**config.mk**
```make
export PLATFORM = sky130hd
export DESIGN_NAME = mul
export DESIGN_NICKNAME = d
export VERILOG_FILES = /design/src/rtl/mul.sv
export SDC_FILE = /design/constraint.sdc
export NUM_CORES = 1
export LEC_CHECK = 0
export ABC_AREA = 1
export CAP_MARGIN = 20
export CORE_MARGIN = 2
export CORE_UTILIZATION = 40
export CTS_BUF_LIST = sky130_fd_sc_hd__clkbuf_16
export CTS_CLUSTER_DIAMETER = 40
export DETAILED_ROUTE_END_ITERATION = 10
export PLACE_DENSITY = 0.67
export SYNTH_ARGS = -nofsm -noshare
export SYNTH_HDL_FRONTEND = slang
export SYNTH_SLANG_ARGS = --single-unit
```
**constraint.sdc**
```tcl
create_clock -name clk -period 8.33 [get_ports clk]
set_input_delay 1.666 -clock clk [delete_from_list [all_inputs] [get_ports clk]]
set_output_delay 1.666 -clock clk [all_outputs]
set_load 0.02 [all_outputs]
```
**src/rtl/mul.sv**
```systemverilog
// mul -- pipelined signed two's-complement multiplier, o_do = i_d1 * i_d2.
//
// Three register stages, one new operand pair accepted every clock:
//   stage 1: capture the operands
//   stage 2: radix-4 Booth recode of the multiplier, partial products of the
//            multiplicand at OW bits, carry-save reduction to sum/carry
//   stage 3: carry-propagate add of sum/carry into the output register
// Operands sampled on rising edge k appear on o_do just after edge k+2.
//
// Ports:
//   clk    in   rising-edge clock
//   rst_n  in   asynchronous active-low reset, clears every pipeline register
//   i_d1   in   DW-bit multiplicand, signed
//   i_d2   in   DW-bit multiplier, signed
//   o_do   out  OW-bit product, signed, registered
//
// The product output is named o_do because a bare "do" is a reserved
// keyword in SystemVerilog.
module mul #(
    parameter int DW = 9,
    parameter int OW = 18
) (
    input  logic          clk,
    input  logic          rst_n,
    input  logic [DW-1:0] i_d1,
    input  logic [DW-1:0] i_d2,
    output logic [OW-1:0] o_do
);

    // Number of Booth digits; the multiplier is sign-extended to EW = 2*ND
    // bits, which is always at least one bit wider than DW.
    localparam int ND = (DW + 2) / 2;
    localparam int EW = 2 * ND;

    if (DW < 2) begin : g_bad_dw
        $error("mul: DW must be at least 2");
    end
    if (OW != 2 * DW) begin : g_bad_ow
        $error("mul: OW must equal 2*DW");
    end

    // ------------------------------------------------------------------
    // Stage 1: operand registers
    // ------------------------------------------------------------------
    logic [DW-1:0] r_d1;
    logic [DW-1:0] r_d2;

    always_ff @(posedge clk or negedge rst_n) begin
        if (!rst_n) begin
            r_d1 <= '0;
            r_d2 <= '0;
        end else begin
            r_d1 <= i_d1;
            r_d2 <= i_d2;
        end
    end

    // ------------------------------------------------------------------
    // Stage 2: Booth recoding, partial products, carry-save reduction
    // ------------------------------------------------------------------
    logic [OW-1:0] w_a;     // multiplicand sign-extended to product width
    logic [EW:0]   w_y;     // sign-extended multiplier with implicit y[-1]=0

    assign w_a = {{(OW - DW){r_d1[DW-1]}}, r_d1};
    assign w_y = {{(EW - DW){r_d2[DW-1]}}, r_d2, 1'b0};

    logic [ND-1:0][OW-1:0] w_pp;    // weighted partial products
    logic [ND-1:0][OW-1:0] w_s;     // running carry-save sum
    logic [ND-1:0][OW-1:0] w_c;     // running carry-save carry

    for (genvar gi = 0; gi < ND; gi++) begin : g_booth
        logic [2:0]    w_bits;
        logic [OW-1:0] w_mag;

        // Bits y[2i+1], y[2i], y[2i-1] select digit -2y[2i+1]+y[2i]+y[2i-1].
        assign w_bits = w_y[2*gi+2 -: 3];

        always_comb begin
            w_mag = '0;
            case (w_bits)
                3'b001, 3'b010: w_mag = w_a;
                3'b011:         w_mag = w_a << 1;
                3'b100:         w_mag = -(w_a << 1);
                3'b101, 3'b110: w_mag = -w_a;
                default:        w_mag = '0;
            endcase
        end

        // Digit i carries weight 4^i; bits shifted past OW are discarded,
        // which is harmless since all arithmetic is modulo 2^OW.
        assign w_pp[gi] = w_mag << (2 * gi);
    end

    // Chain of 3:2 compressors folds each partial product into sum/carry.
    assign w_s[0] = w_pp[0];
    assign w_c[0] = '0;

    for (genvar gi = 1; gi < ND; gi++) begin : g_csa
        assign w_s[gi] = w_s[gi-1] ^ w_c[gi-1] ^ w_pp[gi];
        assign w_c[gi] = ((w_s[gi-1] & w_c[gi-1]) |
                          (w_s[gi-1] & w_pp[gi])  |
                          (w_c[gi-1] & w_pp[gi])) << 1;
    end

    logic [OW-1:0] r_sum;
    logic [OW-1:0] r_carry;

    always_ff @(posedge clk or negedge rst_n) begin
        if (!rst_n) begin
            r_sum   <= '0;
            r_carry <= '0;
        end else begin
            r_sum   <= w_s[ND-1];
            r_carry <= w_c[ND-1];
        end
    end

    // ------------------------------------------------------------------
    // Stage 3: carry-propagate add
    // ------------------------------------------------------------------
    logic [OW-1:0] r_do;

    always_ff @(posedge clk or negedge rst_n) begin
        if (!rst_n) begin
            r_do <= '0;
        end else begin
            r_do <= r_sum + r_carry;
        end
    end

    assign o_do = r_do;

endmodule

```
==> results of run 1 <==
[through the flow]
| step | cells | utilization [%] | hold slack [ns] |
|---|---|---|---|
| 5_1_grt | 725 | 48.0 | 0.356 |
| 3_5_place_dp | 708 | 45.3 | 0.336 |
| 4_1_cts | 724 | 47.9 | 0.348 |
| 6_report | 725 | 48.0 | 0.345 |
| 3_3_place_gp | 708 | 45.3 | 0.331 |
| 2_1_floorplan | 530 | - | 0.331 |
[final cells by class]
| type | count | area [µm²] |
|---|---|---|
| fillers | 1159 | 6250 |
| multi-input cells | 338 | 2780 |
| flip-flops and latches | 66 | 1650 |
| inverters | 119 | 452 |
| repair buffers | 39 | 380 |
| clock buffers | 9 | 225 |
| well taps | 147 | 184 |
| clock inverters | 7 | 85.1 |
[report_power, final]
part	internal [mW]	switching, mW
Combinational	0.278	0.378
Clock	0.258	0.139
Sequential	0.425	0.0326
Total	0.961	0.550
[sequential cells by signal (all words and copies together), names as in the netlist]
signal,cells
r_d2,9
o_do,18
r_sum,18
r_d1,9
r_carry,12
[worst paths after layout]
kind	from	end
worst max-delay path	r_d1[0]	r_sum[10]
worst min-delay path	r_sum[3]	o_do[3]
worst max register to register	r_d1[0]	r_sum[10]
worst min register to register	r_sum[3]	o_do[3]
max in group asynchronous	rst_n	r_carry[16]
min in group asynchronous	rst_n	r_sum[6]
[placed cells by master, fill, tap and decap left out, types with 8 or more instances in the layout]
cell type        count
inv_1              105
nor2_1              17
fa_1                34
xor2_1               8
o221ai_1             9
o21ai_0             20
nand2_1             80
ha_1                36
a21oi_1             20
o211ai_1            10
clkdlybuf4s50_1     36
inv_2               12
o22ai_1             25
a221oi_1            12
nand3_1             17
clkbuf_16            9
dfrtp_1             66
[worst max-delay path, cell delays in order, from the launching register on]
cell	delay, ns
dfrtp_1	0.51
inv_1	0.20
ha_1	0.19
inv_1	0.06
nor2_4	0.13
nand4_2	0.19
ha_1	0.43
inv_1	0.12
a21oi_1	0.13
o21ai_0	0.10
ha_1	0.29
inv_1	0.05
fa_1	0.50
fa_1	0.52
fa_1	0.54
inv_1	0.04
[kinds of logic (layout without fill, tap and decap cells)]
kind of cell	count (synthesis)	in the layout
fa+ha+maj	70	70
xor+xnor	13	13
flops	66	66
buf+inv	126	174
compound gates	104	104
simple gates	151	151
[metal layers]
metal / global-route usage [%] / wire length (µm)
met5: 0 / 0
met4: 8.67 / 446
met3: 5.27 / 834
met2: 33.8 / 6050
met1: 27.1 / 5540
==> results.sh, run 1 <==
export IMPL_status="finished clean"
export IMPL_cts_buffer_depth=2
export IMPL_antenna_cells=0
export IMPL_worstRegToRegCells=15
export IMPL_syn_to_final_growth_pct=16.9
export IMPL_synth_fa_ha_area_share_pct=22.9
export IMPL_hold_viol_final=0
export IMPL_port_buffers=37
export IMPL_pwr_density_cell_nw_per_um2=262
export IMPL_fmax_ghz=0.244
export IMPL_r2r_slack_ns=4.24
export IMPL_p_leak_nw=2.79
export IMPL_vias=3852
export IMPL_syn_area_per_cell_um2=9.30
export IMPL_cts_resized_gates=0
export IMPL_syn_num_nets=620
export IMPL_min_period_over_period_pct=49.1
export IMPL_dieArea_um2=13200
export IMPL_synth_area_leader_cell="dfrtp_1"
export IMPL_grtUsageTotal_pct=21.0
export IMPL_ios=38
export IMPL_globalplace_congestion=0.930
export IMPL_die_x_um=115
export IMPL_end_kind="flop"
export IMPL_cts_root_buffer="clkbuf_16"
export IMPL_arrival_ns=4.33
export IMPL_maxCapViolCount=0
export IMPL_min_period_ns=4.09
export IMPL_nets=663
export IMPL_worst_slack_ns=4.24
export IMPL_hpwlAfterDp_mm=9.79
export IMPL_synth_compound_area_share_pct=14.1
export IMPL_start_util_pct=41.0
export IMPL_final_area_um2=5760
export IMPL_drive_above_1_share_pct=11.6
export IMPL_ys_warn_count=0
export IMPL_synth_seq_cells=66
export IMPL_antenna_found_initial=0
export IMPL_netlist_area_leader_share_pct=33.5
export IMPL_fp_dieH_um=115
export IMPL_vias_per_cell=5.31
export IMPL_clock_latency_ns=0.34
export IMPL_wire_per_inst_um=17.8
export IMPL_cts_hold_buffers=0
export IMPL_finalWirelength_mm=12.9
export IMPL_grt_max_degree=67
export IMPL_holdPathStages=0
export IMPL_netlist_top_cells_area="dfrtp_1 34%, fa_1 14%, ha_1 9.1%, inv_1 7.9%, nand2_1 6.1%"
export IMPL_synth_area_um2=4930
export IMPL_grt_ovfl_total=0
export IMPL_synth_distinct_cells=41
export IMPL_synth_mux_area_fraction_pct=0
export IMPL_rows=40
export IMPL_critPathRequiredTime_ns=8.56
export IMPL_drt_pass1_iter_count=5
export IMPL_ys_top_cells_by_count="104 x inv_1, 80 x nand2_1, 66 x dfrtp_1"
export IMPL_tritoncts="built"
export IMPL_synthCells=530
export IMPL_yosysMostFrequentCell="inv_1"
export IMPL_grt_pass1_wl_mm=20.7
export IMPL_cp_start_kind="flop"
export IMPL_postCtsSetupBuffers=0
export IMPL_place_ws_ns=4.27
export IMPL_core_area_um2=12000
export IMPL_drt_initial_drc_count=286
export IMPL_placed_area_um2=5440
export IMPL_synth_main_ff_cell="dfrtp_1"
export IMPL_synthSimpleGateAreaFrac_pct=17.0
export IMPL_clkSinkCount=66
export IMPL_fin_tns_setup_ns=0
export IMPL_setup_viol=0
export IMPL_synthArstFlopShare_pct=100
export IMPL_synthXorXnorAreaFrac_pct=2.46
export IMPL_grt_pass1_vias=3905
export IMPL_rsz0062_at_grt="false"
export IMPL_slew_violations=0
export IMPL_power_mw=1.51
export IMPL_tightestPinTransition_ns=0.811
export IMPL_ant_nets=0
export IMPL_drc=0
export IMPL_synth_seq_area_share_pct=33.5
export IMPL_hp_class="reg2reg"
export IMPL_path_clk_slew_ns=0.05
export IMPL_htreeDepth=3
export IMPL_skew_ns=0.0104
export IMPL_slew_headroom_pct=45.9
export IMPL_numCtsBuffers=9
export IMPL_cp_max_fo=9
export IMPL_worstSetupPathType="reg2reg"
export IMPL_peakVddDrop_mv=0.0982
export IMPL_synth_top_family_by_area="adder cells"
export IMPL_synth_edf_count=0
Note: power is estimated with default switching activity, not from simulation.
==> run 2, diff against run 1 <==
clock period = 4.2 ns   (was 8.33 ns; I/O delays follow)
==> results.sh, run 2 (same netlist as run 1, synthesis figures left out) <==
export IMPL_final_fill_count=1132
export IMPL_clkSinkCount=66
export IMPL_layout_common_cells="106 x inv_1, 80 x nand2_1, 66 x dfrtp_1"
export IMPL_critPathSlowestCell="fa_1"
export IMPL_hp_class="reg2reg"
export IMPL_critPathRequiredTime_ns=4.43
export IMPL_p_leak_nw=2.81
export IMPL_dpl_cell_count=713
export IMPL_syn_to_final_growth_pct=17.1
export IMPL_worst_slack_ns=0.261
export IMPL_grt_pass1_wl_mm=20.3
export IMPL_pwr_density_cell_nw_per_um2=506
export IMPL_critPathMaxStageDelay_ns=0.54
export IMPL_drt_initial_drc_count=367
export IMPL_min_period_ns=3.94
export IMPL_cts_buffer_depth=2
export IMPL_hold_viol_final=0
export IMPL_tightestPinTransition_ns=0.785
export IMPL_worstSetupPathType="reg2reg"
export IMPL_drt_pass1_iter_count=5
export IMPL_maxCapViolCount=0
export IMPL_antenna_cells=0
export IMPL_r2r_slack_ns=0.26
export IMPL_grt_ovfl_total=0
export IMPL_regArea_um2=1650
export IMPL_min_period_over_period_pct=93.8
export IMPL_rsz0062_at_grt="false"
export IMPL_layout_cells_non_filler=728
export IMPL_start_util_pct=41.0
export IMPL_path_cells="inv_1 > ha_1 > inv_1 > nor2_4 > nand4_2 > ha_4 > inv_1 > a21oi_1 > o21ai_0 > ha_1 > inv_1 > fa_1 > fa_1 > fa_1 > inv_1"
export IMPL_finalHoldWorstSlack_ns=0.343
export IMPL_drc=0
export IMPL_fmax_ghz=0.254
export IMPL_vias=3876
export IMPL_slew_headroom_pct=47.7
export IMPL_antenna_found_initial=0
export IMPL_dieArea_um2=13200
export IMPL_cts_root_buffer="clkbuf_16"
export IMPL_drive_above_1_share_pct=12.0
export IMPL_cp_start_kind="flop"
export IMPL_globalplace_congestion=0.944
export IMPL_status="finished clean"
export IMPL_wire_per_inst_um=17.1
export IMPL_die_x_um=115
export IMPL_setup_viol=0
export IMPL_arrival_ns=4.17
export IMPL_ant_nets=0
export IMPL_slew_violations=0
export IMPL_hpwlAfterDp_mm=9.81
export IMPL_fin_tns_setup_ns=0
export IMPL_peakVddDrop_mv=0.175
export IMPL_layout_commonest_cell="inv_1"
export IMPL_crit_family="adder cells"
export IMPL_vias_per_cell=5.32
export IMPL_htreeDepth=3
export IMPL_grt_max_degree=38
export IMPL_multi_input_area_um2=2800
export IMPL_skew_ns=0.00836
export IMPL_critPathMostFrequentCell="inv_1"
export IMPL_grt_pass1_vias=3833
export IMPL_cts_hold_buffers=0
export IMPL_fp_dieH_um=115
export IMPL_clock_latency_ns=0.34
export IMPL_path_clk_slew_ns=0.05
export IMPL_end_kind="flop"
export IMPL_finalWirelength_mm=12.5
export IMPL_cp_max_fo=6
export IMPL_grtUsageTotal_pct=20.4
export IMPL_ios=38
export IMPL_nets=667
export IMPL_core_area_um2=12000
export IMPL_port_buffers=37
export IMPL_tritoncts="built"
export IMPL_numCtsBuffers=9
export IMPL_rows=40
export IMPL_place_ws_ns=0.239
export IMPL_crit_buf_inv=5
[run 2: cell types whose count changed in the layout (fill, tap and decap cells not counted)]
cell and delta:
inv_1 +1, clkinvlp_4 -1, ha_4 +1, buf_4 +4, ha_1 -1, bufinv_16 -1
[run 2: area by class of cell]
class                      instances  share of cell area (%)
timing repair buffer              43                    7.11
clock inverter                     6                   0.889
sequential                        66                    28.6
clock buffer                       9                    3.90
inverter                         119                    7.83
multi-input combinational        338                    48.5
tap                              147                    3.19
[run 2: report_power, final]
group	leakage (nW)	total, mW	switching [mW]	internal (mW)
Sequential	0.795	0.906	0.0621	0.844
Combinational	1.87	1.31	0.754	0.556
Clock	0.145	0.706	0.260	0.446
[run 2: worst paths after layout]
check                      startpoint   endpoint  depth (start not counted)
hold reg to reg              r_sum[3]    o_do[3]                          0
hold / removal               r_sum[3]    o_do[3]                          0
setup reg to reg              r_d1[0]  r_sum[10]                         15
setup / recovery              r_d1[0]  r_sum[10]                         15
max in group asynchronous       rst_n    r_d1[7]                          2
min in group asynchronous       rst_n    o_do[6]                          1
[run 2: per-stage QoR]
| step | util (%) | area, µm² | total power [mW] |
|---|---|---|---|
| 3_3_place_gp | 45.6 | 5480 | 2.20 |
| 4_1_cts | 47.9 | 5760 | 2.96 |
| 2_1_floorplan | - | 4930 | 1.84 |
| 3_5_place_dp | 45.6 | 5480 | 2.24 |
| 6_report | 48.0 | 5770 | 2.92 |
| 5_1_grt | 48.0 | 5770 | 3.16 |
[run 2: routing by layer]
metal  GRT usage [%]  vias to the layer above  share of wire [%]
met5               0                        -                  0
met4            7.39                        0                2.1
met3            3.32                       18                5.0
met2            32.6                      150                 47
met1            28.1                     1871                 46
li1                -                     1837                  -
[run 2: timing repair]
item,in CTS,in global routing
setup buffers,0,0
resized for setup,0,1
setup endpoints to repair,0,1
==> run 3, diff against run 2 <==
CORE_UTILIZATION = 44   (was 40)
PLACE_DENSITY = 0.72   (was 0.67)
SETUP_SLACK_MARGIN = 0.1   (was default)
==> results.sh, run 3 (same netlist as run 1, synthesis figures left out) <==
export IMPL_tritoncts="built"
export IMPL_cts_hold_buffers=0
export IMPL_vias=3896
export IMPL_timing_rr_start="r_d1[1]"
export IMPL_hold_viol_final=0
export IMPL_cts_resized_gates=0
export IMPL_wire_per_inst_um=17.3
export IMPL_r2r_slack_ns=0.39
export IMPL_peakVddDrop_mv=0.312
export IMPL_globalplace_congestion=0.976
export IMPL_core_area_um2=10900
export IMPL_drive_above_1_share_pct=12.0
export IMPL_port_buffers=37
export IMPL_grt_ovfl_total=0
export IMPL_min_period_over_period_pct=90.7
export IMPL_grt_pass1_vias=3996
export IMPL_grt_max_degree=45
export IMPL_hpwlAfterDp_mm=9.76
export IMPL_rows=38
export IMPL_cts_root_buffer="clkbuf_16"
export IMPL_nets=667
export IMPL_tightestPinTransition_ns=0.503
export IMPL_layout_cells_non_filler=722
export IMPL_layout_common_cells="105 x inv_1, 80 x nand2_1, 66 x dfrtp_1"
export IMPL_vias_per_cell=5.40
export IMPL_worstSetupPathType="reg2reg"
export IMPL_antenna_found_initial=0
export IMPL_fp_dieH_um=110
export IMPL_cp_max_fo=8
export IMPL_p_leak_nw=2.81
export IMPL_numCtsBuffers=9
export IMPL_end_kind="flop"
export IMPL_critPathRequiredTime_ns=4.43
export IMPL_dieArea_um2=12100
export IMPL_cts_buffer_depth=2
export IMPL_clock_latency_ns=0.34
export IMPL_postCtsSetupBuffers=0
export IMPL_setup_viol=0
export IMPL_syn_to_final_growth_pct=17.5
export IMPL_clkSinkCount=66
export IMPL_ant_nets=0
export IMPL_finalWirelength_mm=12.5
export IMPL_rsz0062_at_grt="false"
export IMPL_drt_initial_drc_count=274
export IMPL_status="finished clean"
export IMPL_ios=38
export IMPL_layout_commonest_cell="inv_1"
export IMPL_dpl_cell_count=705
export IMPL_min_period_ns=3.81
export IMPL_path_clk_slew_ns=0.06
export IMPL_maxCapViolCount=0
export IMPL_die_x_um=110
export IMPL_hold_end="o_do[2]"
export IMPL_cp_start_kind="flop"
export IMPL_hp_class="reg2reg"
export IMPL_start_util_pct=45.3
export IMPL_grt_pass1_wl_mm=20.4
export IMPL_fmax_ghz=0.263
export IMPL_holdPathStages=0
export IMPL_skew_ns=0.00731
export IMPL_worstRegToRegCells=15
export IMPL_drc=0
export IMPL_htreeDepth=3
export IMPL_placed_area_um2=5470
export IMPL_final_area_um2=5790
export IMPL_r2r_end="r_sum[10]"
export IMPL_hold_path_startpoint="r_sum[2]"
export IMPL_fin_tns_setup_ns=0
export IMPL_arrival_ns=4.04
export IMPL_slew_headroom_pct=66.5
export IMPL_pwr_density_cell_nw_per_um2=510
export IMPL_slew_violations=0
export IMPL_antenna_cells=0
export IMPL_final_fill_count=1014
export IMPL_final_util_pct=53.2
export IMPL_drt_pass1_iter_count=5
export IMPL_grtUsageTotal_pct=23.0
run 3: cell count changes in the layout (fill, tap and decap cells not counted), sizes merged:
cell	change
inv	-1
clkinv	+1
clkinvlp	+1
run 3: how the worst max path moves through the flow:
stage	startpoint	endpoint	slack, ns	depth (start not counted)
2_1_floorplan	r_d1[0]	r_sum[10]	0.48	16
3_3_place_gp	r_d1[1]	r_sum[10]	0.36	15
3_5_place_dp	r_d1[1]	r_sum[10]	0.31	15
4_1_cts	r_d1[1]	r_sum[10]	0.29	15
5_1_grt	r_d1[1]	r_sum[8]	0.14	16
6_report	r_d1[1]	r_sum[10]	0.39	15
run 3: cell type report:
type,count,area (µm²),area share [%]
Tap cell,140,175,3.02
Inverter,119,452,7.80
Clock inverter,7,61.3,1.06
Multi-Input combinational cell,338,2810,48.4
Sequential cell,66,1650,28.5
Timing Repair Buffer,43,423,7.30
Clock buffer,9,225,3.89
run 3: where the power goes:
part | leakage [nW] | internal [mW] | switching, mW
Combinational | 1.87 | 0.554 | 0.757
Clock | 0.139 | 0.452 | 0.280
Sequential | 0.795 | 0.844 | 0.0659
Total | 2.81 | 1.85 | 1.10
run 3: critical path, stage by stage, from the launching register on:
cell	delay [ns]
dfrtp_1	0.41
clkinv_1	0.16
ha_1	0.19
inv_1	0.07
nor2_4	0.14
nand4_4	0.16
ha_4	0.33
inv_1	0.09
a21oi_1	0.13
o21ai_0	0.10
ha_1	0.30
inv_1	0.05
fa_1	0.50
fa_1	0.51
fa_1	0.54
inv_1	0.04
run 3: per-layer routing:
metal  share of wire, %  wire length, µm  track usage, %
met1                 43             5360            29.2
met2                 47             5890            38.1
met3                7.9              989            6.16
met4                2.2              269            7.14
met5                  0                0               0
run 3: stage by stage:
step           hold slack, ns  total power, mW  worst slack, ns
5_1_grt                 0.362             3.23            0.145
2_1_floorplan           0.331             1.84            0.477
6_report                0.344             2.95            0.392
3_3_place_gp            0.333             2.19            0.365
4_1_cts                 0.351             3.00            0.291
3_5_place_dp            0.338             2.25            0.311
